==> config.mk <==
export PLATFORM = sky130hd
export DESIGN_NAME = nx_node_decoder_flat
export DESIGN_NICKNAME = d
export VERILOG_FILES = /design/src/rtl/NXConstants.sv /design/src/rtl/nx_node_decoder_if.sv /design/src/rtl/nx_node_decoder_lane.sv /design/src/rtl/nx_node_decoder.sv /design/src/flat_wrapper.sv
export SDC_FILE = /design/constraint.sdc
export NUM_CORES = 1
export LEC_CHECK = 0
export ABC_AREA = 1
export ABC_CLOCK_PERIOD_IN_PS = 4310
export CAP_MARGIN = 20
export CORE_AREA = 2 2 84 86
export CTS_CLUSTER_SIZE = 10
export DETAILED_ROUTE_END_ITERATION = 10
export DIE_AREA = 0 0 86 88
export MAX_ROUTING_LAYER = met4
export PLACE_DENSITY = 0.85
export SKIP_LAST_GASP = 1
export SLEW_MARGIN = 10
export SYNTH_ARGS = -nofsm -noshare
export SYNTH_HDL_FRONTEND = slang
export SYNTH_HIERARCHICAL = 1
export SYNTH_SLANG_ARGS = --single-unit
==> constraint.sdc <==
create_clock -name i_clk -period 4.31 [get_ports i_clk]
set_clock_uncertainty 0.2 [all_clocks]
set_input_delay 0.6465 -clock i_clk [delete_from_list [all_inputs] [get_ports i_clk]]
set_output_delay 0.6465 -clock i_clk [all_outputs]
set_load 0.005 [all_outputs]
==> src/rtl/NXConstants.sv <==
// NXConstants: shared node message types and constants for the node decoder.
// node_message_t is the raw 29-bit inbound message. node_signal_t and
// node_load_t are its two views, and both keep the command header in the top bits.
package NXConstants;
    localparam int MSG_W = 29;
    typedef enum logic [1:0] {
        NODE_COMMAND_SIGNAL = 2'd0,
        NODE_COMMAND_LOAD   = 2'd1,
        NODE_COMMAND_RSVD_2 = 2'd2,
        NODE_COMMAND_RSVD_3 = 2'd3
    } node_command_t;
    typedef enum logic [1:0] {SLOT_PRESERVE, SLOT_INVERSE, SLOT_LOWER, SLOT_UPPER} node_slot_t;
    typedef enum logic {IDLE, HOLD} decoder_state_t;
    typedef struct packed {
        node_command_t command;
    } node_header_t;
    typedef struct packed {
        node_header_t header;
        logic [10:0]  address;
        node_slot_t   slot;
        logic [7:0]   data;
        logic [5:0]   pad;
    } node_signal_t;
    typedef struct packed {
        node_header_t header;
        logic [9:0]   address;
        logic         half;
        logic [15:0]  data;
    } node_load_t;
    typedef logic [MSG_W-1:0] node_message_t;
endpackage

==> src/rtl/nx_node_decoder_if.sv <==
// nx_node_decoder_if: inbound message handshake.
// Ports: i_msg_data (message), i_msg_valid (offered), o_msg_ready (decoder can take it).
// The master drives the message and the slave is the decoder.
interface nx_node_decoder_if;
    import NXConstants::*;
    node_message_t i_msg_data;
    logic          i_msg_valid;
    logic          o_msg_ready;
    modport master(output i_msg_data, i_msg_valid, input o_msg_ready);
    modport slave(input i_msg_data, i_msg_valid, output o_msg_ready);
endinterface

==> src/rtl/nx_node_decoder_lane.sv <==
// nx_node_decoder_lane: maps a SIGNAL message onto a data RAM word, byte lane and strobe.
// Ports: i_address, i_slot_mode, i_slot, i_data in; o_word_addr, o_strb (bit strobes),
// o_data (byte replicated 4x) out. The block is purely combinational.
module nx_node_decoder_lane
    import NXConstants::*;
(
    input  logic [10:0] i_address,
    input  node_slot_t  i_slot_mode,
    input  logic        i_slot,
    input  logic [7:0]  i_data,
    output logic [9:0]  o_word_addr,
    output logic [31:0] o_strb,
    output logic [31:0] o_data
);
    logic       slot_bit;
    logic [1:0] lane;
    always_comb begin
        slot_bit    = i_slot_mode == SLOT_PRESERVE ? i_slot :
                      i_slot_mode == SLOT_INVERSE  ? !i_slot : i_slot_mode == SLOT_UPPER;
        lane        = {i_address[0], slot_bit};
        o_word_addr = i_address[10:1];
        o_strb      = 32'hFF << {lane, 3'b000};
        o_data      = {4{i_data}};
    end
endmodule

==> src/rtl/nx_node_decoder.sv <==
// nx_node_decoder: decodes node messages into data RAM and instruction RAM writes.
// Ports: i_clk, i_rst (async, active-low), msg (message handshake, slave), i_slot, i_idle,
// i_data_busy. Outputs are the data RAM write port o_data_*, the instruction RAM write port
// o_inst_*, and the sticky o_load_error.
// Build option: define NX_NODE_DECODER_LOAD_EN to enable LOAD handling. When it is not
// defined, LOAD is consumed like an unknown command.
module nx_node_decoder
    import NXConstants::*;
(
    input  logic                  i_clk,
    input  logic                  i_rst,
    nx_node_decoder_if.slave      msg,
    input  logic                  i_slot,
    input  logic                  i_idle,
    input  logic                  i_data_busy,
    output logic [9:0]            o_data_addr,
    output logic [31:0]           o_data_wr_data,
    output logic [31:0]           o_data_wr_strb,
    output logic                  o_data_wr_en,
    output logic [9:0]            o_inst_addr,
    output logic [31:0]           o_inst_wr_data,
    output logic                  o_inst_wr_en,
    output logic                  o_load_error
);
    decoder_state_t state, next_state;
    node_message_t  held;
    node_signal_t   sig;
    node_command_t  cmd;
    logic           hold, data_go, load_stall, retire, accept, unused_ok;
    logic [9:0]     word_addr;
    logic [31:0]    lane_strb, lane_data;
    assign sig  = node_signal_t'(held);
    assign cmd  = sig.header.command;
    assign hold = state == HOLD;
    nx_node_decoder_lane u_lane (
        .i_address  (sig.address),
        .i_slot_mode(sig.slot),
        .i_slot     (i_slot),
        .i_data     (sig.data),
        .o_word_addr(word_addr),
        .o_strb     (lane_strb),
        .o_data     (lane_data)
    );
`ifdef NX_NODE_DECODER_LOAD_EN
    node_load_t  ld;
    logic        is_load, inst_go, match, lower_valid;
    logic [9:0]  lower_addr;
    logic [15:0] lower_data;
    assign ld         = node_load_t'(held);
    assign is_load    = hold && cmd == NODE_COMMAND_LOAD;
    assign match      = lower_valid && lower_addr == ld.address;
    assign inst_go    = is_load && ld.half && i_idle;
    assign load_stall = is_load && ld.half && !i_idle;
    assign unused_ok  = ^sig.pad;
    always_ff @(posedge i_clk or negedge i_rst)
        if (!i_rst) begin
            lower_valid  <= 1'b0;
            lower_addr   <= '0;
            lower_data   <= '0;
            o_load_error <= 1'b0;
        end else if (is_load && !ld.half) begin
            lower_valid <= 1'b1;
            lower_addr  <= ld.address;
            lower_data  <= ld.data;
        end else if (inst_go) begin
            lower_valid <= 1'b0;
            if (!match) o_load_error <= 1'b1;
        end
    always_comb begin
        o_inst_wr_en   = inst_go;
        o_inst_addr    = inst_go ? ld.address : '0;
        o_inst_wr_data = inst_go ? {ld.data, match ? lower_data : 16'h0} : '0;
    end
`else
    assign load_stall     = 1'b0;
    assign unused_ok      = ^{i_idle, sig.pad};
    assign o_inst_wr_en   = 1'b0;
    assign o_inst_addr    = '0;
    assign o_inst_wr_data = '0;
    assign o_load_error   = 1'b0;
`endif
    // The held message retires this cycle unless it waits for the data RAM or for core idle.
    // A new message can then be accepted in the same cycle.
    always_comb begin
        data_go         = hold && cmd == NODE_COMMAND_SIGNAL && !i_data_busy;
        retire          = hold && !(cmd == NODE_COMMAND_SIGNAL && i_data_busy) && !load_stall;
        msg.o_msg_ready = i_rst && (!hold || retire);
        accept          = msg.i_msg_valid && msg.o_msg_ready;
        next_state      = accept ? HOLD : retire ? IDLE : state;
        o_data_wr_en    = data_go;
        o_data_addr     = data_go ? word_addr : '0;
        o_data_wr_data  = data_go ? lane_data : '0;
        o_data_wr_strb  = data_go ? lane_strb : '0;
    end
    always_ff @(posedge i_clk or negedge i_rst)
        if (!i_rst) begin
            state <= IDLE;
            held  <= '0;
        end else begin
            state <= next_state;
            if (accept) held <= msg.i_msg_data;
        end
endmodule
==> src/flat_wrapper.sv <==
// flat-port wrapper written by rule: the top's interface ports become plain ports
module nx_node_decoder_flat import NXConstants::*;
  (i_clk, i_rst, i_slot, i_idle, i_data_busy, o_data_addr, o_data_wr_data, o_data_wr_strb, o_data_wr_en, o_inst_addr, o_inst_wr_data, o_inst_wr_en, o_load_error, msg_i_msg_data, msg_i_msg_valid, msg_o_msg_ready);
  nx_node_decoder_if msg_i ();
  input  logic i_clk;
  input  logic i_rst;
  input  logic i_slot;
  input  logic i_idle;
  input  logic i_data_busy;
  output logic [9:0] o_data_addr;
  output logic [31:0] o_data_wr_data;
  output logic [31:0] o_data_wr_strb;
  output logic o_data_wr_en;
  output logic [9:0] o_inst_addr;
  output logic [31:0] o_inst_wr_data;
  output logic o_inst_wr_en;
  output logic o_load_error;
  input wire logic [$bits(msg_i.i_msg_data)-1:0] msg_i_msg_data;
  input wire logic [$bits(msg_i.i_msg_valid)-1:0] msg_i_msg_valid;
  output wire logic [$bits(msg_i.o_msg_ready)-1:0] msg_o_msg_ready;
  assign msg_i.i_msg_data = msg_i_msg_data;
  assign msg_i.i_msg_valid = msg_i_msg_valid;
  assign msg_o_msg_ready = msg_i.o_msg_ready;
  nx_node_decoder u_core (.i_clk(i_clk), .i_rst(i_rst), .msg(msg_i), .i_slot(i_slot), .i_idle(i_idle), .i_data_busy(i_data_busy), .o_data_addr(o_data_addr), .o_data_wr_data(o_data_wr_data), .o_data_wr_strb(o_data_wr_strb), .o_data_wr_en(o_data_wr_en), .o_inst_addr(o_inst_addr), .o_inst_wr_data(o_inst_wr_data), .o_inst_wr_en(o_inst_wr_en), .o_load_error(o_load_error));
endmodule
==> results.sh, run 1 <==
export IMPL_grt_overflow=0
export IMPL_syn_to_final_growth_pct=14.08
export IMPL_dpl_hpwl_mm=3.850
export IMPL_report_final_slew_viol_count=0
export IMPL_critPathArrivalTime_ns=2.47
export IMPL_end_kind="primary output"
export IMPL_p_per_area_nw_per_um2=222.3
export IMPL_final_hold_violation_count=0
export IMPL_status="finished, final reports clean"
export IMPL_final_util_pct=46.70
export IMPL_path_buf_inv=3
export IMPL_netlist_area_sq_um=2720
export IMPL_grt_pass1_wl_mm=7.824
export IMPL_drtIter0Drc=56
export IMPL_antenna_left=0
export IMPL_setup_violations=0
export IMPL_cp_max_fo=24
export IMPL_rsz0062_at_grt="no"
export IMPL_htreeDepth=1
export IMPL_required_ns=3.46
export IMPL_leakage_nw=1.495
export IMPL_die_x_um=86
export IMPL_io_buffers=103
export IMPL_cts_sinks=24
export IMPL_n_antenna_cell=0
export IMPL_post_dp_cell_area_sq_um=3048
export IMPL_rows=30
export IMPL_fin_area_sq_um=3103
export IMPL_numCtsBuffers=3
export IMPL_path_clk_slew_ns=0.09
export IMPL_grt_pass1_vias=1784
export IMPL_first_pass_iters=4
export IMPL_wl_mm=4.954
export IMPL_vdd_drop_max_mv=0.1481
export IMPL_ys_ff_latch=24
export IMPL_antenna_found_initial=0
export IMPL_finalWeightedCongestion=0.8220
export IMPL_synth_cell_types=18
export IMPL_critPathMaxStageDelay_ns=0.50
export IMPL_fp_dieH_um=88
export IMPL_worstSetupPathType="in2out"
export IMPL_cp_cell_sequence="clkdlybuf4s50_1, nor2_1, nand2_4, buf_4, nor2_2, clkdlybuf4s50_1"
export IMPL_drc=0
export IMPL_core_area_sq_um=6644
export IMPL_drive_gt1_share_pct=15.00
export IMPL_root_buffer="clkbuf_8"
export IMPL_clock_path_buffers=2
export IMPL_grt_max_degree=49
export IMPL_nets=456
export IMPL_dieArea_sq_um=7568
export IMPL_crit_slowest_cell="clkdlybuf4s50_1"
export IMPL_yosysSeqAreaShare_pct=22.08
export IMPL_clock_latency_ns=0.26
export IMPL_viasPerCell=4.012
export IMPL_avgSynthCellArea_sq_um=6.834
export IMPL_cts_resized=0
export IMPL_syn_inst=398
export IMPL_drv_cap=0
export IMPL_timing_hold_worst_class="in2async"
export IMPL_cts_tree="yes"
export IMPL_postCtsSetupBuffers=0
export IMPL_setup_tns_final_ns=0
export IMPL_wl_per_cell_um=9.908
export IMPL_crit_family="buffers and inverters"
export IMPL_max_slew_margin_rel_pct=60.69
export IMPL_start_util_pct=40.94
export IMPL_vias=2006
export IMPL_ios=155
export IMPL_fin_crit_sh_pct=76.92
export IMPL_cp_start_kind="primary input"
export IMPL_yosys_warnings=6
export IMPL_worst_pin_slew_ns=0.5897
export IMPL_track_usage_pct=12.95
export IMPL_max_freq_ghz=0.3016
export IMPL_cpMostUsedCell="clkdlybuf4s50_1"
export IMPL_layout_min_cycle_time_ns=3.315
export IMPL_postCtsHoldBufs=0
export IMPL_nFillCells=673
kinds of logic after synthesis:
logic type             after synthesis  share of synthesized area, %
AO/OA/AOI/OAI                        4                        0.7356
AND/OR/NAND/NOR                    156                         28.75
flip-flops                          24                         22.08
other                                1                        0.1379
buffers and inverters              213                         48.30
through the flow:
step,hold slack (ns),cells,power (mW),setup WS (ns)
after floorplan,0.1509,441,0.6181,2.026
after global placement,0.2560,496,0.5323,1.005
after detailed placement,0.2591,496,0.5434,0.9776
after CTS,0.2698,500,0.6999,0.9789
final,0.2642,500,0.6898,0.9947
after global routing,0.2883,500,0.7501,0.8148
cell usage in the layout, fill, tap and decap left out:
cell             netlist  final
nand2_2                1      1
nor2_1                29     29
inv_1                 80     80
dfrtp_1               24     24
nor2_4                 1      1
nor2_2                49     49
conb_1                 1     44
clkdlybuf4s50_1        0    102
clkbuf_8               0      4
nand4_1               23     23
o21ai_0                1      1
buf_12                 0      1
nand2_1               52     51
a21oi_1                3      3
nand3_2                1      1
nand2_4                0      1
buf_2                  6      1
inv_2                  1      1
buf_4                114      3
synthesized netlist by cell type:
cell | instances | area, sq um
inv_1 | 80 | 300.3
buf_8 | 5 | 75.07
nor2_4 | 1 | 11.26
dfrtp_1 | 24 | 600.6
nand2_2 | 1 | 6.260
nand3_2 | 1 | 10.01
nor2_1 | 29 | 108.9
nor2_2 | 49 | 306.5
a21oi_1 | 3 | 15.01
buf_6 | 3 | 33.78
buf_2 | 6 | 30.03
o21ai_0 | 1 | 5.000
buf_4 | 114 | 855.8
conb_1 | 1 | 3.750
inv_2 | 1 | 3.750
nand2_1 | 52 | 195.2
clkbuf_1 | 4 | 15.01
nand4_1 | 23 | 143.9
report_power, final:
group	internal (mW)	switching, mW	total, mW
Clock	0.0815	0.0710	0.152
Combinational	0.107	0.141	0.248
Sequential	0.259	0.0310	0.289
Total	0.447	0.243	0.690
layout make-up:
class / instances / area [sq um] / share of cell area [%]
timing repair buffer: 107 / 1069 / 34.44
multi-input combinational: 204 / 974.7 / 31.41
sequential: 24 / 600.6 / 19.35
inverter: 81 / 304.0 / 9.798
tap: 80 / 100.1 / 3.226
clock buffer: 4 / 55.05 / 1.774
sequential cells by signal (all words and copies together) (netlist names):
name / count
u_core/hold: 1
u_core/held: 23
per-layer routing:
metal / up-vias / share of wire, % / track usage, %
li1: 1036 / - / -
met1: 893 / 40 / 13.69
met2: 71 / 53 / 24.52
met3: 6 / 5.9 / 2.074
met4: 0 / 1.3 / 4.040
met5: - / 0 / -
final timing paths:
path                                       to            start  cells after the start  slack [ns]
min reg2reg                   u_core/held[24]  u_core/held[24]                      2        0.28
max reg2reg                   u_core/held[20]      u_core/hold                      6        2.36
min                           u_core/held[25]            i_rst                      2        0.26
min in group i_clk            u_core/held[24]  u_core/held[24]                      2        0.28
max in group asynchronous     u_core/held[15]            i_rst                      2        3.30
max                        o_data_wr_strb[17]      i_data_busy                      6        0.99
Note: power is estimated with default switching activity, not from simulation.
==> run 2, diff against run 1 <==
- ABC_CLOCK_PERIOD_IN_PS: 4310 -> 3200
- CORE_AREA: 2 2 84 86 -> 2 2 87 89
- DIE_AREA: 0 0 86 88 -> 0 0 89 91
- PLACE_DENSITY: 0.85 -> 0.8
- clock period: 4.31 -> 3.2 ns (I/O delays scaled with it)
==> run 2 against run 1 <==
Largest power group unchanged. Critical path type unchanged. Flip-flop and latch count unchanged. Sequential share of layout area shrank 0.23 points. Register-to-register slack got worse by 1.1 ns. Clock power increased by 15%. Combinational power rose by 36%. Sequential power rose by 34%.
==> results.sh, run 2 (synthesized netlist as in run 1, its figures left out) <==
export IMPL_status="finished, final reports clean"
export IMPL_max_freq_ghz=0.3393
export IMPL_drive_gt1_share_pct=15.20
export IMPL_syn_to_final_growth_pct=15.46
export IMPL_layout_min_cycle_time_ns=2.947
export IMPL_cp_max_fo=8
export IMPL_required_ns=2.52
export IMPL_critPathArrivalTime_ns=2.27
export IMPL_grt_max_degree=49
export IMPL_fin_crit_sh_pct=92.10
export IMPL_wl_per_cell_um=9.187
export IMPL_grt_pass1_vias=1641
export IMPL_crit_slowest_cell="clkdlybuf4s50_1"
export IMPL_track_usage_pct=11.81
export IMPL_root_buffer="clkbuf_8"
export IMPL_report_final_slew_viol_count=0
export IMPL_grt_pass1_wl_mm=7.590
export IMPL_wl_mm=4.777
export IMPL_clock_path_buffers=2
export IMPL_io_buffers=103
export IMPL_viasPerCell=3.752
export IMPL_final_common_cell="clkdlybuf4s50_1"
export IMPL_final_hold_violation_count=0
export IMPL_start_util_pct=38.11
export IMPL_leakage_nw=1.503
export IMPL_clock_latency_ns=0.26
export IMPL_r2r_start="u_core/hold"
export IMPL_power_switching_mw=0.3190
export IMPL_cp_start_kind="primary input"
export IMPL_drc=0
export IMPL_dieArea_sq_um=8099
export IMPL_dpl_hpwl_mm=3.815
export IMPL_core_area_sq_um=7137
export IMPL_final_util_pct=44.00
export IMPL_cp_cell_sequence="clkdlybuf4s50_1, nand2_1, nand2_1, nand2_1, nor2_1, inv_1, nor2_1, clkdlybuf4s50_1"
export IMPL_n_antenna_cell=0
export IMPL_die_x_um=89
export IMPL_worstSetupPathType="in2out"
export IMPL_ios=155
export IMPL_crit_family="buffers and inverters"
export IMPL_fp_dieH_um=91
export IMPL_antenna_found_initial=0
export IMPL_cts_resized=0
export IMPL_rsz0062_at_grt="no"
export IMPL_cpMostUsedCell="nand2_1"
export IMPL_drtIter0Drc=86
export IMPL_finalWeightedCongestion=0.8327
export IMPL_vias=1951
export IMPL_cts_tree="yes"
export IMPL_antenna_left=0
export IMPL_end_kind="primary output"
export IMPL_numCtsBuffers=3
export IMPL_clockPowerShare_pct=19.4
export IMPL_cts_sinks=24
export IMPL_switching_share_pct=35.45
export IMPL_p_per_area_nw_per_um2=286.6
export IMPL_grt_overflow=0
export IMPL_place_ws_ns=0.2455
export IMPL_rows=31
export IMPL_first_pass_iters=4
export IMPL_regMostFlops="u_core/held"
export IMPL_path_depth=8
export IMPL_postCtsHoldBufs=0
export IMPL_path_buf_inv=3
export IMPL_reg2reg_depth=6
export IMPL_drv_cap=0
export IMPL_setup_violations=0
export IMPL_vdd_drop_max_mv=0.1936
export IMPL_htreeDepth=1
export IMPL_timing_hold_worst_class="in2async"
export IMPL_final_cell_mix="102 x clkdlybuf4s50_1, 80 x inv_1, 51 x nand2_1"
export IMPL_intPower_mw=0.5809
export IMPL_startpoint="i_slot"
export IMPL_largest_reg_flops=23
export IMPL_power_frac_comb_pct=37.5
export IMPL_path_clk_slew_ns=0.08
export IMPL_hold_ws_ns=0.09812
export IMPL_postCtsSetupBuffers=0
export IMPL_setup_tns_final_ns=0
export IMPL_critPathMaxStageDelay_ns=0.51
export IMPL_nets=458
export IMPL_worst_pin_slew_ns=0.5214
export IMPL_max_slew_margin_rel_pct=65.24
export IMPL_seqPwrFrac_pct=43.1
export IMPL_final_setup_worst_slack_ns=0.2526
==> run 2: cell types whose count changed in the layout (fill, tap and decap cells not counted), sizes merged <==
cell and change:
buf +2, clkbuf -1
==> run 2: layer usage <==
metal | global-route usage (%) | up-vias | routed length [um]
met5 | - | - | 0
met4 | 2.488 | 0 | 38
met3 | 1.727 | 4 | 262
met2 | 21.33 | 65 | 2543
met1 | 13.67 | 838 | 1932
li1 | - | 1044 | -
==> run 2: final timing paths <==
path | to | slack, ns
max in group asynchronous | u_core/held[15] | 2.35
min | u_core/held[28] | 0.1
min in group i_clk | u_core/held[18] | 0.28
min reg2reg | u_core/held[18] | 0.28
max | o_data_wr_strb[6] | 0.25
max reg2reg | u_core/held[15] | 1.28
==> run 2: power by group through the flow <==
| stage | Sequential, mW | Clock (mW) | Combinational [mW] |
|---|---|---|---|
| 3_5_place_dp | 0.395 | 0 | 0.341 |
| 3_3_place_gp | 0.393 | 0 | 0.332 |
| 4_1_cts | 0.389 | 0.182 | 0.342 |
| 2_1_floorplan | 0.385 | 0 | 0.448 |
| 6_report | 0.388 | 0.175 | 0.337 |
| 5_1_grt | 0.397 | 0.196 | 0.387 |
==> run 2: per-stage QoR <==
| stage | power [mW] | std cells | area, sq um |
|---|---|---|---|
| 2_1_floorplan | 0.8324 | 441 | 2882 |
| 3_3_place_gp | 0.7250 | 517 | 3099 |
| 3_5_place_dp | 0.7357 | 517 | 3099 |
| 4_1_cts | 0.9132 | 520 | 3141 |
| 5_1_grt | 0.9801 | 520 | 3141 |
| 6_report | 0.8999 | 520 | 3141 |
==> run 2: worst reg2reg max path: stages, from the launching register on <==
cell and delay (ns):
dfrtp_1 0.38, nand2_1 0.08, inv_2 0.04, nand2_2 0.34, nand3_2 0.51, nand2_1 0.19, nand2_1 0.06
==> run 2: layout make-up <==
cell class	count	area, sq um
fill	747	3996
timing repair buffer	109	1096
multi-input combinational	204	974.7
sequential	24	600.6
inverter	81	304.0
tap	99	123.9
clock buffer	3	41.29
==> run 3, diff against run 2 <==
- ABC_CLOCK_PERIOD_IN_PS: 3200 -> 2780
- CTS_CLUSTER_DIAMETER: unset -> 150
- clock period: 3.2 -> 2.78 ns (I/O delays scaled with it)
==> run 3 against run 2 <==
Non-clock buffer count rose by 3. Global-route usage is 0.32 points higher. Sequential share of layout area down 0.12 points. Via count up 3.3%. Critical path depth increased by 1. Critical endpoint unchanged. Clock power is 15% higher. Design area increased by 0.64%. Final cell count up 0.58%. Flip-flop and latch count unchanged. Combinational power rose by 18%. First-iteration DRC count increased by 8.1%.
==> results.sh, run 3 (synthesized netlist as in run 1, its figures left out) <==
export IMPL_status="finished, final reports clean"
export IMPL_clock_latency_ns=0.26
export IMPL_p_per_area_nw_per_um2=331.8
export IMPL_vdd_drop_max_mv=0.2147
export IMPL_syn_to_final_growth_pct=16.19
export IMPL_final_hold_violation_count=0
export IMPL_worst_pin_slew_ns=0.5160
export IMPL_max_slew_margin_rel_pct=65.60
export IMPL_start_util_pct=38.11
export IMPL_n_antenna_cell=0
export IMPL_fp_dieH_um=91
export IMPL_final_cell_mix="99 x clkdlybuf4s50_1, 80 x inv_1, 50 x nand2_1"
export IMPL_cts_sinks=24
export IMPL_wl_mm=4.946
export IMPL_nFillCells=746
export IMPL_antenna_found_initial=0
export IMPL_cp_max_fo=8
export IMPL_finalWeightedCongestion=0.7561
export IMPL_drive_gt1_share_pct=16.04
export IMPL_grt_pass1_wl_mm=7.872
export IMPL_htreeDepth=1
export IMPL_viasPerCell=3.855
export IMPL_vias=2016
export IMPL_cts_resized=0
export IMPL_cp_start_kind="primary input"
export IMPL_fin_crit_sh_pct=95.21
export IMPL_clock_path_buffers=2
export IMPL_layout_min_cycle_time_ns=2.647
export IMPL_place_ws_ns=0.08930
export IMPL_end_kind="primary output"
export IMPL_grt_pass1_vias=1792
export IMPL_postCtsHoldBufs=0
export IMPL_final_setup_worst_slack_ns=0.1332
export IMPL_regArea_sq_um=600.6
export IMPL_routed_top_layer="met4"
export IMPL_setup_tns_final_ns=0
export IMPL_io_buffers=103
export IMPL_final_common_cell="clkdlybuf4s50_1"
export IMPL_rows=31
export IMPL_grt_max_degree=55
export IMPL_wl_met1_mm=1.911
export IMPL_ios=155
export IMPL_wl_met3_um=275
export IMPL_die_x_um=89
export IMPL_rsz0062_at_grt="no"
export IMPL_multiInputGateArea_sq_um=977.2
export IMPL_drv_cap=0
export IMPL_worstSetupPathType="in2out"
export IMPL_route_met2_wl_mm=2.681
export IMPL_track_usage_pct=12.14
export IMPL_hold_ws_ns=0.03184
export IMPL_max_freq_ghz=0.3778
export IMPL_leakage_nw=1.567
export IMPL_dpl_hpwl_mm=3.939
export IMPL_grt_overflow=0
export IMPL_drtIter0Drc=93
export IMPL_first_pass_iters=4
export IMPL_core_area_sq_um=7137
export IMPL_critPathArrivalTime_ns=2.03
export IMPL_dieArea_sq_um=8099
export IMPL_nets=461
export IMPL_numCtsBuffers=3
export IMPL_wl_per_cell_um=9.457
export IMPL_timing_hold_worst_class="in2async"
export IMPL_cts_tree="yes"
export IMPL_largest_reg_flops=23
export IMPL_regMostFlops="u_core/held"
export IMPL_required_ns=2.16
export IMPL_report_final_slew_viol_count=0
export IMPL_postCtsSetupBuffers=0
export IMPL_setup_violations=0
export IMPL_antenna_left=0
export IMPL_drc=0
export IMPL_path_clk_slew_ns=0.08
export IMPL_root_buffer="clkbuf_8"
==> run 3: cell count changes in the layout (fill, tap and decap cells not counted), sizes merged <==
cell / change
buf: +3
clkdlybuf4s50: -3
dlymetal6s2s: +3
==> run 3: area by class of cell <==
type | count | share of cell area, %
Timing Repair Buffer | 112 | 35.23
Multi-Input combinational cell | 204 | 30.92
Sequential cell | 24 | 19.00
Inverter | 81 | 9.620
Tap cell | 99 | 3.919
Clock buffer | 3 | 1.306
==> run 3: per-stage QoR <==
step	total power, mW	instances	util, %	instance area [sq um]
2_1_floorplan	0.9582	441	-	2882
3_3_place_gp	0.8434	520	43.57	3109
3_5_place_dp	0.8585	520	43.57	3109
4_1_cts	1.063	523	44.14	3151
5_1_grt	1.141	523	44.28	3161
6_report	1.049	523	44.28	3161
==> run 3: worst paths after layout <==
| check | from | to | slack, ns | cells past startpoint |
|---|---|---|---|---|
| worst max-delay path | i_slot | o_data_wr_strb[6] | 0.13 | 9 |
| worst min-delay path | i_rst | u_core/held[27] | 0.03 | 2 |
| worst max register to register | u_core/hold | u_core/held[20] | 1.07 | 6 |
| worst min register to register | u_core/held[18] | u_core/held[18] | 0.27 | 2 |
| max in group asynchronous | i_rst | u_core/held[15] | 1.99 | 2 |
| min in group i_clk | u_core/held[18] | u_core/held[18] | 0.27 | 2 |
==> run 3: layer usage <==
layer / GRT usage (%) / up-vias
li1: - / 1046
met1: 13.10 / 897
met2: 22.64 / 67
met3: 1.636 / 6
met4: 3.358 / 0
met5: - / -
==> run 3: worst max-delay path: stages <==
cell	delay (ns)
clkdlybuf4s50_1	0.48
nand2_1	0.07
nand2_2	0.08
nand2_1	0.07
nor2_1	0.10
buf_4	0.16
inv_1	0.04
nor2_1	0.10
clkdlybuf4s50_1	0.51
==> run 3: where the power goes <==
| group | switching (mW) | internal, mW | leakage (nW) | total, mW |
|---|---|---|---|---|
| registers | 0.0480 | 0.401 | 0.298 | 0.449 |
| clock network | 0.105 | 0.0967 | 0.0216 | 0.201 |
| logic | 0.220 | 0.179 | 1.25 | 0.398 |
